==> src/rtl/dmem_bist_master.sv <==
// dmem_bist_master: four-element March BIST initiator for the single-cycle CPU data memory.
// Define DMEM_BIST_ERR_CAPTURE_EN to add first-mismatch capture ports err_addr / err_data.
module dmem_bist_master #(
   parameter int               WIDTH      = 32,
   parameter int               DEPTH      = 100,
   parameter int               ADDR_BITS  = 32,
   parameter logic [WIDTH-1:0] BG_PATTERN = 32'hA5A5_A5A5
) (
   input  logic                 CLK,
   input  logic                 RST,
   input  logic                 start,
   output logic [ADDR_BITS-1:0] A,
   output logic [WIDTH-1:0]     WD,
   output logic                 WE,
   input  logic [WIDTH-1:0]     RD,
   output logic                 busy,
   output logic                 done,
   output logic                 pass,
   output logic [15:0]          err_count
`ifdef DMEM_BIST_ERR_CAPTURE_EN
   ,
   output logic [ADDR_BITS-1:0] err_addr,
   output logic [WIDTH-1:0]     err_data
`endif
);

   typedef enum logic [2:0] {IDLE, M0, M1, M2, M3, FIN} state_t;

   localparam logic [ADDR_BITS-1:0] LAST_ADDR = ADDR_BITS'(DEPTH - 1);
   localparam logic [15:0]          ERR_MAX   = 16'hFFFF;

   state_t                 state_q, state_d;
   logic [ADDR_BITS-1:0]   addr_q, addr_d;
   logic [15:0]            err_count_q, err_count_d;
   logic                   done_q, done_d;
   logic                   pass_q, pass_d;
   logic [WIDTH-1:0]       exp_data;
   logic                   cmp_en;
   logic                   mismatch;
   logic                   elem_end;
`ifdef DMEM_BIST_ERR_CAPTURE_EN
   logic [ADDR_BITS-1:0]   err_addr_q, err_addr_d;
   logic [WIDTH-1:0]       err_data_q, err_data_d;
`endif

   always_ff @(posedge CLK or negedge RST) begin
      if (!RST) begin
         state_q     <= IDLE;
         addr_q      <= '0;
         err_count_q <= '0;
         done_q      <= 1'b0;
         pass_q      <= 1'b0;
`ifdef DMEM_BIST_ERR_CAPTURE_EN
         err_addr_q  <= '0;
         err_data_q  <= '0;
`endif
      end else begin
         state_q     <= state_d;
         addr_q      <= addr_d;
         err_count_q <= err_count_d;
         done_q      <= done_d;
         pass_q      <= pass_d;
`ifdef DMEM_BIST_ERR_CAPTURE_EN
         err_addr_q  <= err_addr_d;
         err_data_q  <= err_data_d;
`endif
      end
   end

   // M2 walks downward and finishes at 0, so it never decrements past the bottom.
   always_comb begin
      state_d     = state_q;
      addr_d      = addr_q;
      err_count_d = err_count_q;
      done_d      = done_q;
      pass_d      = pass_q;
      elem_end    = (state_q == M2) ? (addr_q == '0) : (addr_q == LAST_ADDR);
      mismatch    = cmp_en && (RD != exp_data);
`ifdef DMEM_BIST_ERR_CAPTURE_EN
      err_addr_d  = err_addr_q;
      err_data_d  = err_data_q;
      if (mismatch && (err_count_q == '0)) begin
         err_addr_d = addr_q;
         err_data_d = RD;
      end
`endif
      if (mismatch && (err_count_q != ERR_MAX)) begin
         err_count_d = err_count_q + 16'd1;
      end
      case (state_q)
         IDLE: begin
            if (start) begin
               state_d     = M0;
               addr_d      = '0;
               err_count_d = '0;
               done_d      = 1'b0;
               pass_d      = 1'b0;
`ifdef DMEM_BIST_ERR_CAPTURE_EN
               err_addr_d  = '0;
               err_data_d  = '0;
`endif
            end
         end
         M0: begin
            if (elem_end) begin
               state_d = M1;
               addr_d  = '0;
            end else begin
               addr_d  = addr_q + 1'b1;
            end
         end
         M1: begin
            if (elem_end) begin
               state_d = M2;
               addr_d  = LAST_ADDR;
            end else begin
               addr_d  = addr_q + 1'b1;
            end
         end
         M2: begin
            if (elem_end) begin
               state_d = M3;
               addr_d  = '0;
            end else begin
               addr_d  = addr_q - 1'b1;
            end
         end
         M3: begin
            if (elem_end) begin
               state_d = FIN;
               addr_d  = '0;
            end else begin
               addr_d  = addr_q + 1'b1;
            end
         end
         FIN: begin
            state_d = IDLE;
            done_d  = 1'b1;
            pass_d  = (err_count_q == '0);
         end
         default: state_d = IDLE;
      endcase
   end

   // Port drive is purely a function of the state register, so reset releases the memory at once.
   always_comb begin
      A        = '0;
      WD       = '0;
      WE       = 1'b0;
      busy     = 1'b0;
      cmp_en   = 1'b0;
      exp_data = BG_PATTERN;
      case (state_q)
         M0: begin
            A    = addr_q;
            WD   = BG_PATTERN;
            WE   = 1'b1;
            busy = 1'b1;
         end
         M1: begin
            A        = addr_q;
            WD       = ~BG_PATTERN;
            WE       = 1'b1;
            busy     = 1'b1;
            cmp_en   = 1'b1;
            exp_data = BG_PATTERN;
         end
         M2: begin
            A        = addr_q;
            WD       = BG_PATTERN;
            WE       = 1'b1;
            busy     = 1'b1;
            cmp_en   = 1'b1;
            exp_data = ~BG_PATTERN;
         end
         M3: begin
            A        = addr_q;
            busy     = 1'b1;
            cmp_en   = 1'b1;
            exp_data = BG_PATTERN;
         end
         default: ;
      endcase
   end

   assign done      = done_q;
   assign pass      = pass_q;
   assign err_count = err_count_q;
`ifdef DMEM_BIST_ERR_CAPTURE_EN
   assign err_addr  = err_addr_q;
   assign err_data  = err_data_q;
`endif

endmodule
==> config.mk <==
export PLATFORM = sky130hd
export DESIGN_NAME = dmem_bist_master
export DESIGN_NICKNAME = d
export VERILOG_FILES = /design/src/rtl/dmem_bist_master.sv
export SDC_FILE = /design/constraint.sdc
export NUM_CORES = 1
export LEC_CHECK = 0
export CORE_ASPECT_RATIO = 0.5
export CORE_MARGIN = 2
export CORE_UTILIZATION = 48
export CTS_BUF_LIST = sky130_fd_sc_hd__clkbuf_8
export DETAILED_ROUTE_END_ITERATION = 10
export GPL_TIMING_DRIVEN = 0
export PLACE_DENSITY = 0.79
export SLEW_MARGIN = 5
export SYNTH_ARGS = -nofsm -noshare
export SYNTH_HDL_FRONTEND = slang
export SYNTH_SLANG_ARGS = --single-unit
==> constraint.sdc <==
create_clock -name CLK -period 4.2 [get_ports CLK]
set_clock_uncertainty 0.2 [all_clocks]
set_input_delay 0.84 -clock CLK [delete_from_list [all_inputs] [get_ports CLK]]
set_output_delay 0.84 -clock CLK [all_outputs]
set_load 0.03 [all_outputs]
==> run metrics <==
outcome=completed; Hold Crit Endpoint=addr_q[31]; FMAX=about 260 MHz; EDFF count, synth=0; P_leak=between 2 and 2.5 nW; total negative slack=0 ns; core area=roughly 9400 µm²; busiest grt layer=met2; main combinational cell family by area after synthesis=simple AND/OR/NAND/NOR gates; Slew headroom=between 20% and 30%; worst-path fanout max=10; commonest non-fill, non-tap cell in the layout=clkdlybuf4s50_1; drt first pass iters=5; Final Max Slew Viols=0; Iteration-0 DRC Markers=approximately 500; worst reg2reg path depth=8; initial antenna violation count=0; total power=around 0.96 mW; CP startpoint kind=flip-flop; antenna-violating nets left=0; placer congestion estimate=0.952; WS Path Type=flip-flop to primary output; Max-cap violations=0; synthesized cell area=4650 µm²; Synth Area in Adders=between 1 and 1.5%; HPWL after DPL=~11000 µm; Total Die Area=~11000 µm²; initial core utilization=49.4%; M1 GR Usage=38.8%; # diodes=0; Synth Area in Simple Gates=~34%; clk slew on worst S/H paths=roughly 0.10 ns; crit path time final=3.88 ns; cells after synthesis=approximately 590; worst r2r dst=addr_q[28]; Fin. Hold Viols=0; Crit. End Element=primary output; worst hold path cell count=1; Tot GR Track Use=28.5%; register area share after synthesis=28.5%; Worst VDD drop=between 0.1 and 0.15 mV; DR WL/cell=17.8 µm; grt met3 use=just over 7%; final critical-path share of the clock period=roughly 90%; Critical Path AT=2.84 ns; IO Pins=approximately 120; hold crit path type=flip-flop to flip-flop; gr ovfl total=0; r2r startpoint=addr_q[22]; DIE HEIGHT=about 74 µm; #FFs+latches synth=53; CTS tree=yes; Root Buffer=clkbuf_8; first-pass GRT wire length=23600 µm; Die X-Extent=143 µm; post-synthesis cell type count=64; met2 usage=between 40% and 50%; mux cell area share after synthesis=between 1.5 and 2%; Mapped Nets=approximately 630; drc violations=0; final setup violation count=0; Reg2Reg Setup Slack=1.00 ns; CTS Hold Buffers Added=0; compound-gate portion of the synthesized area=between 20% and 30%; clk_lat worst skew=0.33 ns; total CTS buffers=5; Ys Warns=0; hold path start=addr_q[31]; clk sinks=53; pwr dens=about 160 nW/µm²; vias in the first global route=approximately 4.7k; routed vias/inst=6.21; commonest cells after routing, fill and taps aside=clkdlybuf4s50_1 (117), dfrtp_1 (53), nand2_1 (40); share of post-route cells with drive strength above 1=a little under a tenth; CTS max path bufs=2; ys async rst share=100%; largest net degree at the start of global routing=30; area grow syn2layout=32.0%; input/output buffers=118; synthesized-area fraction occupied by xor and xnor cells=2.07%; Worst Tran Pin Value=roughly 1.1 ns; Main synth FF type=dfrtp_1; Req. time, crit path=around 3.2 ns; H-tree depth=2; via count=5286; final WL=~15000 µm; RSZ-0062 raised after global routing=false; Mean Syn Cell Area=7.89 µm²; final net count=755; row count=25
cell type report:
class | instances | area (µm²)
clock inverters | 2 | 33.8
fillers | 838 | 3280
well taps | 135 | 169
flip-flops and latches | 53 | 1330
multi-input cells | 445 | 2860
clock buffers | 6 | 82.6
inverters | 17 | 63.8
plain buffers | 74 | 404
repair buffers | 119 | 1200
worst max-delay path by stage:
stage                     cells after the start       start  slack, ns          to
final                                         6  state_q[0]       0.32       A[15]
after global placement                        1         RST       0.41  addr_q[14]
after global routing                          6  state_q[0]       0.06        A[7]
after CTS                                     6  state_q[0]       0.11       A[17]
after detailed placement                      6  state_q[0]       0.50        A[8]
after floorplan                               5  state_q[0]       1.33       A[18]
worst max-delay path: stages (launching register included):
cell             delay [ns]
dfrtp_1                0.43
clkbuf_1               0.35
nor2_1                 0.15
xnor2_2                0.34
clkbuf_1               0.38
and2_1                 0.19
clkdlybuf4s50_1        0.66
metrics by stage:
stage               area [µm²]  cells  setup slack, ns  hold WS (ns)  util, %
floorplan                 4650    589             1.33         0.265        -
global placement          6000    842            0.412         0.283     63.7
detailed placement        6010    843            0.500         0.288     63.9
CTS                       6130    851            0.112         0.303     65.1
global route              6140    851           0.0551         0.322     65.2
finish                    6140    851            0.315         0.302     65.2
cell usage after synthesis, drive strengths merged, types with 3 or more instances:
cell type   n  share of area [%]
a31oi       8                1.1
and2       38                5.1
a21oi      33                3.6
o31ai      12                1.9
nor4       19                3.0
or3         5               0.78
nor4b       5               0.94
dfrtp      53                 29
a221oi      8                1.6
o22a        8                1.5
a32oi       4               0.75
nand3      29                3.1
xnor2       9                1.7
inv        17                1.4
nor2       38                3.1
a21o        4               0.65
o211ai      6               0.97
and4b       4               0.86
clkbuf     33                2.7
ha          5                1.3
and3        3               0.40
nand4      24                3.2
o21ai      26                2.8
and4        7                1.3
or2         4               0.54
o22ai       9                1.2
buf        41                6.0
mux2i       8                1.7
a22oi       5               0.81
or4        11                1.9
a32o        4               0.86
nor4bb      8                1.7
a22o        5               0.94
a211oi      4               0.65
nand2b      6               0.81
nand2      41                3.4
nor3       21                2.6
o32ai       3               0.57
flip-flops by register name, summed over array words and instances, names as in the netlist:
| name | cells |
|---|---|
| addr_q | 32 |
| err_count | 16 |
| state_q | 3 |
| done | 1 |
| pass | 1 |
power breakdown:
group,switching (mW),internal [mW],total [mW]
registers,0.00108,0.511,0.512
clock network,0.189,0.192,0.382
logic,0.0239,0.0377,0.0616
total,0.214,0.741,0.955
cell families after synthesis:
family | count (synthesis)
xor+xnor | 11
flops | 53
simple gates | 268
compound gates | 153
mux | 8
buf+inv | 91
fa+ha+maj | 5
layer usage:
metal / up-vias / wire [µm]
li1: 2458 / -
met1: 2450 / 6580
met2: 337 / 6470
met3: 41 / 1780
met4: 0 / 319
met5: - / 0
what timing repair did:
item	in CTS	in global routing
setup endpoints to repair	0	29
buffers inserted	0	0
gates resized for setup	0	1
No activity file was read; power rests on OpenSTA's default activity.
